`src/rtl/booth_mac_accum.sv`:
```
// Multiply-accumulate stage around a radix-4 Booth 16x16 unsigned multiplier.
// Define MAC_SAT_EN to saturate the accumulator and report sticky overflow.

module booth_m (
  input  logic [15:0] i_a,
  input  logic [15:0] i_b,
  output logic [31:0] o_p
);
  logic [18:0] w_b_ext;
  logic [31:0] w_a_ext;
  logic [31:0] w_pp;
  logic [31:0] w_sum;
  logic [2:0]  w_grp;

  // Two leading zeros keep the recoded multiplier non-negative.
  assign w_b_ext = {2'b00, i_b, 1'b0};
  assign w_a_ext = {16'd0, i_a};

  // Radix-4 Booth recoding and partial-product summation.
  always_comb begin
    w_sum = 32'd0;
    w_pp  = 32'd0;
    w_grp = 3'd0;
    for (int i = 0; i < 9; i++) begin
      w_grp = w_b_ext[2*i +: 3];
      case (w_grp)
        3'b001, 3'b010: w_pp = w_a_ext;
        3'b011:         w_pp = w_a_ext << 1;
        3'b100:         w_pp = 32'd0 - (w_a_ext << 1);
        3'b101, 3'b110: w_pp = 32'd0 - w_a_ext;
        default:        w_pp = 32'd0;
      endcase
      w_sum = w_sum + (w_pp << (2 * i));
    end
  end

  assign o_p = w_sum;
endmodule

module booth_mac_accum #(
  parameter int MUL_WAIT = 2,
  parameter int ACC_W    = 40,
  parameter int CNT_W    = 8
) (
  input  logic             clk,
  input  logic             rst,
  input  logic             in_valid,
  output logic             in_ready,
  input  logic [15:0]      in_x,
  input  logic [15:0]      in_y,
  input  logic             in_last,
  output logic             out_valid,
  input  logic             out_ready,
  output logic [ACC_W-1:0] out_acc,
  output logic [CNT_W-1:0] out_count,
  output logic             out_ovf
);
  typedef enum logic [1:0] {
    IDLE   = 2'd0,
    SETTLE = 2'd1,
    ACCUM  = 2'd2,
    OUT    = 2'd3
  } state_t;

  state_t           r_state;
  state_t           w_next;
  logic [15:0]      r_x;
  logic [15:0]      r_y;
  logic             r_last;
  logic [3:0]       r_wait;
  logic [ACC_W-1:0] r_acc;
  logic [CNT_W-1:0] r_count;
  logic [31:0]      w_prod;
  logic [ACC_W-1:0] w_acc_next;
  logic [CNT_W-1:0] w_count_inc;
  logic             w_close;

  booth_m u_mul (
    .i_a (r_x),
    .i_b (r_y),
    .o_p (w_prod)
  );

  assign in_ready    = (r_state == IDLE) & ~rst;
  assign out_valid   = (r_state == OUT);
  assign out_acc     = r_acc;
  assign out_count   = r_count;
  assign w_count_inc = r_count + CNT_W'(1);
  // A full counter closes the packet just like in_last.
  assign w_close     = r_last | (&w_count_inc);

`ifdef MAC_SAT_EN
  logic [ACC_W:0] w_sum;
  logic           r_ovf;

  assign w_sum      = {1'b0, r_acc} + (ACC_W+1)'(w_prod);
  assign w_acc_next = w_sum[ACC_W] ? {ACC_W{1'b1}} : w_sum[ACC_W-1:0];
  assign out_ovf    = r_ovf;

  // Sticky overflow, cleared when the result is consumed.
  always_ff @(posedge clk) begin
    if (rst) begin
      r_ovf <= 1'b0;
    end else if (r_state == ACCUM) begin
      r_ovf <= r_ovf | w_sum[ACC_W];
    end else if ((r_state == OUT) && out_ready) begin
      r_ovf <= 1'b0;
    end else begin
      r_ovf <= r_ovf;
    end
  end
`else
  logic [ACC_W-1:0] w_sum;

  assign w_sum      = r_acc + ACC_W'(w_prod);
  assign w_acc_next = w_sum;
  assign out_ovf    = 1'b0;
`endif

  // Next-state decode.
  always_comb begin
    w_next = r_state;
    case (r_state)
      IDLE:    if (in_valid && in_ready) w_next = SETTLE; else w_next = IDLE;
      SETTLE:  if (r_wait == 4'd1) w_next = ACCUM; else w_next = SETTLE;
      ACCUM:   if (w_close) w_next = OUT; else w_next = IDLE;
      OUT:     if (out_ready) w_next = IDLE; else w_next = OUT;
      default: w_next = IDLE;
    endcase
  end

  // State, operand, wait-counter and accumulator registers.
  always_ff @(posedge clk) begin
    if (rst) begin
      r_state <= IDLE;
      r_x     <= 16'd0;
      r_y     <= 16'd0;
      r_last  <= 1'b0;
      r_wait  <= 4'd0;
      r_acc   <= '0;
      r_count <= '0;
    end else begin
      r_state <= w_next;
      case (r_state)
        IDLE: begin
          if (in_valid) begin
            r_x    <= in_x;
            r_y    <= in_y;
            r_last <= in_last;
            r_wait <= 4'(MUL_WAIT);
          end
        end
        SETTLE: r_wait <= r_wait - 4'd1;
        ACCUM: begin
          r_acc   <= w_acc_next;
          r_count <= w_count_inc;
        end
        OUT: begin
          if (out_ready) begin
            r_acc   <= '0;
            r_count <= '0;
          end
        end
        default: r_wait <= r_wait;
      endcase
    end
  end
endmodule
```
`config.mk`:
```
export PLATFORM = sky130hd
export DESIGN_NAME = booth_mac_accum
export DESIGN_NICKNAME = d
export VERILOG_FILES = /design/src/rtl/booth_mac_accum.sv
export SDC_FILE = /design/constraint.sdc
export NUM_CORES = 1
export LEC_CHECK = 0
export CELL_PAD_IN_SITES_DETAIL_PLACEMENT = 1
export CELL_PAD_IN_SITES_GLOBAL_PLACEMENT = 1
export CORE_ASPECT_RATIO = 0.6
export CORE_UTILIZATION = 35
export CTS_CLUSTER_SIZE = 20
export DETAILED_ROUTE_END_ITERATION = 8
export PLACE_DENSITY_LB_ADDON = 0.12
export RECOVER_POWER = 100
export SLEW_MARGIN = 10
export SYNTH_ARGS = -nofsm -noshare
export SYNTH_HDL_FRONTEND = slang
export SYNTH_HIERARCHICAL = 1
export SYNTH_SLANG_ARGS = --single-unit
```
`constraint.sdc`:
```
create_clock -name clk -period 9.2 [get_ports clk]
set_input_delay 0.92 -clock clk [delete_from_list [all_inputs] [get_ports clk]]
set_output_delay 0.92 -clock clk [all_outputs]
set_load 0.05 [all_outputs]
```
After elaboration in Yosys (flattened, before gate mapping) --
Index checks and enable logic that the tools add are counted.
Word-level totals: bits in registers 87, bits of input ports 37, output and inout bits 51, logic and storage cells 116
Operators by class: $add $sub $neg 13, equal/unequal tests 51, muxes and demuxes 20, bitwise operators 3, reductions and logical operators 22
Operator list (number):
- 32-bit adder | 8
- 30-bit one-hot mux with 4 select lines | 1
- 28-bit one-hot mux with 4 select lines | 1
- 26-bit one-hot mux with 4 select lines | 1
- 24-bit one-hot mux with 4 select lines | 1
- 32-bit one-hot mux with 3 select lines | 1
- 22-bit one-hot mux with 4 select lines | 1
- 20-bit one-hot mux with 4 select lines | 1
- 40-bit one-hot mux with 2 select lines | 1
- 18-bit one-hot mux with 4 select lines | 1
- 3-bit == test (second input constant) | 21
- 3-bit by 2-bit == test with 1-bit output (second input constant) | 14
- 40-bit by 32-bit adder with 40-bit output | 1
- 40-bit 2-to-1 mux | 1
- 2-bit OR reduction | 14
- 3-bit by 1-bit == test with 1-bit output (second input constant) | 7
- 1-bit by 17-bit subtractor with 18-bit output (first input constant) | 1
- 1-bit by 16-bit subtractor with 17-bit output (first input constant) | 1
- 16-bit 2-to-1 mux | 1
- 8-bit one-hot mux with 2 select lines | 1
- 8-bit by 1-bit adder with 8-bit output (second input constant) | 1
- 2-bit == test (second input constant) | 4
- 8-bit 2-to-1 mux | 1
- 2-bit one-hot mux with 4 select lines | 1
- 17 further kinds | 23

Longest topological paths before layout --
word-level depth 13, gate-level depth with buffers 39, depth with buffers taken out 34

Hierarchy --
Netlist, hierarchy kept.
Modules (own cells, without submodules):
- booth_m | times used 1, cells an instance 1431, area an instance 10496.3 um^2, sequential area each 0.0 um^2
- booth_mac_accum | times used 1, cells an instance 644, area an instance 5059.9 um^2, sequential area each 1741.7 um^2

Worst setup path after synthesis --
OpenSTA, ideal clock, no wires.
path type reg-to-reg, start point reg r_x[0], end point reg r_acc[39] (netlist: out_acc[39]), setup time 0.116 ns, arrival time 8.563 ns, data required time 9.084 ns, path slack 0.521 ns, cell stages (with the launch flop) 37, clock period less this slack 8.679 ns, cells stage by stage dfxtp_1 clkbuf_1 clkinv_1 ha_1 clkbuf_2 nor4b_4 nand4_4 or3_1 clkbuf_1 clkbuf_1 nand3_1 inv_1 fa_1 fa_1 fa_1 inv_1 fa_1 inv_1 ha_1 clkbuf_1 a21oi_1 o221ai_1 a221o_1 nor2_1 a21oi_1 o41ai_1 xnor2_1 ha_1 clkbuf_1 a21oi_1 o21bai_1 a21oi_1 nand3_1 a2111oi_2 o31ai_2 nor4b_1 a31o_1
Between the ends: word-level cells in the longest chain between the ends 12, elaborated cells between the ends (all ways) 21, those cells by class add/sub (11); mux (10)
RTL lines:
- start: declaration | RTL line 67 | logic [15:0] r_x;
- start signal: assignment | RTL line 147 | r_x <= in_x;
- 1-bit by 17-bit subtractor with 18-bit output or 1-bit by 16-bit subtractor with 17-bit output (tied branches) | RTL line 29, 30
- 30-bit one-hot mux with 4 select lines or 32-bit one-hot mux with 3 select lines (tied branches) | RTL line 26 | case (w_grp)
- 32-bit adder (7 in series) | RTL line 33 | w_sum = w_sum + (w_pp << (2 * i));
- 32-bit adder * | RTL line 33
- via w_prod[28] | RTL line 73 | logic [31:0] w_prod;
- 40-bit by 32-bit adder with 40-bit output * | RTL line 115 | assign w_sum = r_acc + ACC_W'(w_prod);
- 40-bit one-hot mux with 2 select lines * | RTL line 144 | case (r_state)
- end signal: assignment | RTL line 155 | r_acc <= w_acc_next;
- end: declaration | RTL line 71 | logic [ACC_W-1:0] r_acc;
The timed path passes the listed nets; every way through them passes the cells marked *. A chain may end at the register's enable or synchronous reset.

Worst setup path in the final report --
Ends and elaborated chain as after synthesis.

==> run summary <==
status = finished with violations
violated checks = max-capacitance violations, max-slew violations
area of the core = 43550 um2
IR drop worst, VDD = 0.0001470 V
clock tree root driver cell = clkbuf_16
Synth cell types = 89
layout cells sized above 1 = 0.07809
PwrDens = 216.8 nW/um2
drt drc = 0
H-tree depth = 3
Top FF cell, synth = dfxtp_1
first-pass GRT wire length = 99.38 mm
hold_buf cts = 0
Lkg Pwr = 7.696 nW
CP Capture Point = out_acc[39]
yosys warns = 6
cts bufs inserted = 9
Worst Setup End Kind = register
crit-path max FO = 7
clock buffer depth = 2
r2r startpoint = r_x[0]
CP Class = reg -> reg
Slew @ Worst Pin = 3532 ps
fraction of registers with async set/reset = 0
clk_lat worst skew = 390 ps
Critical Path Start = r_x[0]
final instance area = 17560 um2
worst min path class = reg -> reg
initial antenna violation count = 1
Rows = 59
Syn-to-layout area delta = 12.90%
largest net degree at the start of global routing = 72
vias = 16170
Final Max Tran Viols = 72
CP required = 9460 ps
EDFF count, synth = 0
R2R depth = 33
# IOs = 88
Initial Util = 0.3572
CTS tree = yes
Final setup violation count = 0
drt pass-1 iters = 5
r2r setup slk = 400 ps
WL/cell = 24.71 um
Max-Cap Viols = 1
CTS clk-pin slew, worst paths = 80 ps
drt via density = 6.004
HPWL after DPL = 52.03 mm
clock sink count = 87
GRT Total Usage = 0.2922
chip width = 274.2 um
Arr. time, crit path = 9060 ps
Rel. slew slack = -1.355
largest cells by area after synthesis = fa_1 (18%), dfxtp_1 (11%), ha_1 (7.1%)
Starting DRT DRC Count = 1680
Fin. Hold Viols = 0
DRT Wirelength = 66.54 mm
slowest CP cell = fa_1
syn_area_per_cell = 7.497 um2
Cell Area, Placed = 17240 um2
Post-Synthesis Cells = 2075
Worst R2R End = out_acc[39]
Die ar. = 45320 um2
share of the synthesized area in the top cell type = 0.1815
Routed Antenna Nets = 0
Die H = 165.3 um
grt ovf = 0
Final Skew = 23.99 ps
sequential area share after synthesis = 0.1120
min cycle time layout = 8797 ps
vias in the first global route = 16020
maximum clock rate = 0.1137 GHz
Final period util = 0.9562
Startpoint Class = register
Syn Nets = 2341
layout net count = 2374
register bit count reported by yosys = 87
gpl congestion = 1.003
PortBufs = 86
# fillers = 5365
Worst path most repeated cell = fa_1
max incr delay on CP = 550 ps
Post-Syn Area = 15560 um2
Hold Slack = 480.5 ps
largest area contributor in the netlist = fa_1
## kinds of logic (layout without fill, tap and decap cells)
family	count (synthesis)	count (layout)	synth area share
xor+xnor	115	115	0.06475
compound gates	667	667	0.2826
fa+ha+maj	229	229	0.2522
mux	33	33	0.02188
buf+inv	337	375	0.08429
simple gates	606	606	0.1821
flops	87	87	0.1120
other cells	1	2	0.0002411
## final cells by class
type,count,area (um2),area share
Timing Repair Buffer,187,1599,0.09104
Multi-Input combinational cell,1651,12560,0.7152
Tap cell,579,724.4,0.04125
Sequential cell,87,1749,0.09959
Clock buffer,10,229.0,0.01304
Clock inverter,6,51.30,0.002921
Inverter,172,645.6,0.03676
Antenna cell,1,2.502,0.0001425
## state kept, by name (all words and copies together) (netlist names)
register   cells
r_x           16
r_state        2
r_y           16
r_last         1
out_count      8
out_acc       40
r_wait         4
## worst min path at each step
stage | start | to | slack, ps | cells after the start
4_1_cts | r_x[0] | r_x[0] | 490 | 2
6_report | r_last | r_last | 480 | 2
2_1_floorplan | r_x[10] | r_x[10] | 430 | 2
5_1_grt | r_x[0] | r_x[0] | 510 | 2
3_3_place_gp | out_acc[30] | out_acc[30] | 470 | 2
3_5_place_dp | r_x[0] | r_x[0] | 480 | 2
## synthesized netlist by cell type, types with 23 or more instances
cell type / instances
a211o_1: 23
a211oi_1: 24
a21o_1: 31
a21oi_1: 152
a221oi_1: 42
a22oi_1: 46
a31oi_1: 25
clkbuf_1: 133
dfxtp_1: 87
fa_1: 141
ha_1: 88
inv_1: 167
mux2i_1: 25
nand2_1: 241
nand3_1: 32
nor2_1: 172
nor2b_1: 24
nor3_1: 33
o21ai_0: 152
o21ai_1: 31
xnor2_1: 74
xor2_1: 41
## placed cells by master, fill, tap and decap left out, types with 8 or more instances in the layout
master / count
o31ai_1: 11
dfxtp_1: 81
a21o_1: 31
a221oi_1: 42
xnor2_1: 73
a221o_1: 19
ha_1: 88
o22ai_1: 9
o21ai_0: 160
o221ai_1: 9
a31oi_1: 25
and2_1: 15
buf_4: 97
nand3b_1: 8
mux2i_1: 25
nor3_1: 32
clkdlybuf4s50_1: 35
and3_1: 10
a22oi_1: 46
a22o_1: 15
o21ai_1: 23
mux2_2: 8
a211o_1: 23
o21a_1: 17
fa_1: 141
nand2_1: 241
xor2_1: 39
nor2_1: 172
inv_1: 167
nand2b_1: 15
nor2b_1: 24
a21oi_1: 151
dlygate4sd3_1: 50
o211ai_1: 12
nand3_1: 31
or2_2: 9
clkbuf_16: 9
a211oi_1: 24
## timing repair
item | in CTS | in global routing
setup endpoints to repair | 0 | 16
buffers inserted | 0 | 2
resized for setup | 0 | 9
## worst max-delay path, delay by kind of cell, from the launching register on
kind / cells / cell delay [ps]
flip-flops: 1 / 330
AND/OR/NAND/NOR: 11 / 1970
adder cells (fa/ha/maj): 7 / 2980
AO/OA/AOI/OAI: 9 / 2720
buffers and inverters: 4 / 380
XOR/XNOR: 2 / 250
## power by group
group | internal (mW) | switching (mW) | total [mW]
registers | 0.394 | 0.0346 | 0.428
clock network | 0.188 | 0.206 | 0.394
logic | 1.12 | 1.86 | 2.99
total | 1.71 | 2.10 | 3.81
## metrics by stage
stage | setup slack, ps | utilization | cells | TNS [ps] | power (mW)
global placement | 429.2 | 0.3958 | 2674 | 0 | 3.313
global route | -1.034 | 0.4032 | 2692 | -1.034 | 4.144
floorplan | 521.2 | - | 2075 | 0 | 2.517
finish | 403.3 | 0.4032 | 2693 | 0 | 3.808
detailed placement | 194.2 | 0.3958 | 2674 | 0 | 3.370
CTS | 125.9 | 0.4023 | 2690 | 0 | 3.788
## metal layers
| metal | part of all wire | wire [um] | global-route usage | up-vias |
|---|---|---|---|---|
| li1 | - | - | - | 7318 |
| met4 | 0.021 | 1411 | 0.08258 | 2 |
| met1 | 0.48 | 31870 | 0.4280 | 8067 |
| met5 | 0.0018 | 118 | 0.02083 | - |
| met2 | 0.39 | 26180 | 0.3997 | 679 |
| met3 | 0.10 | 6966 | 0.09312 | 102 |
Note: power is estimated with default switching activity, not from simulation.
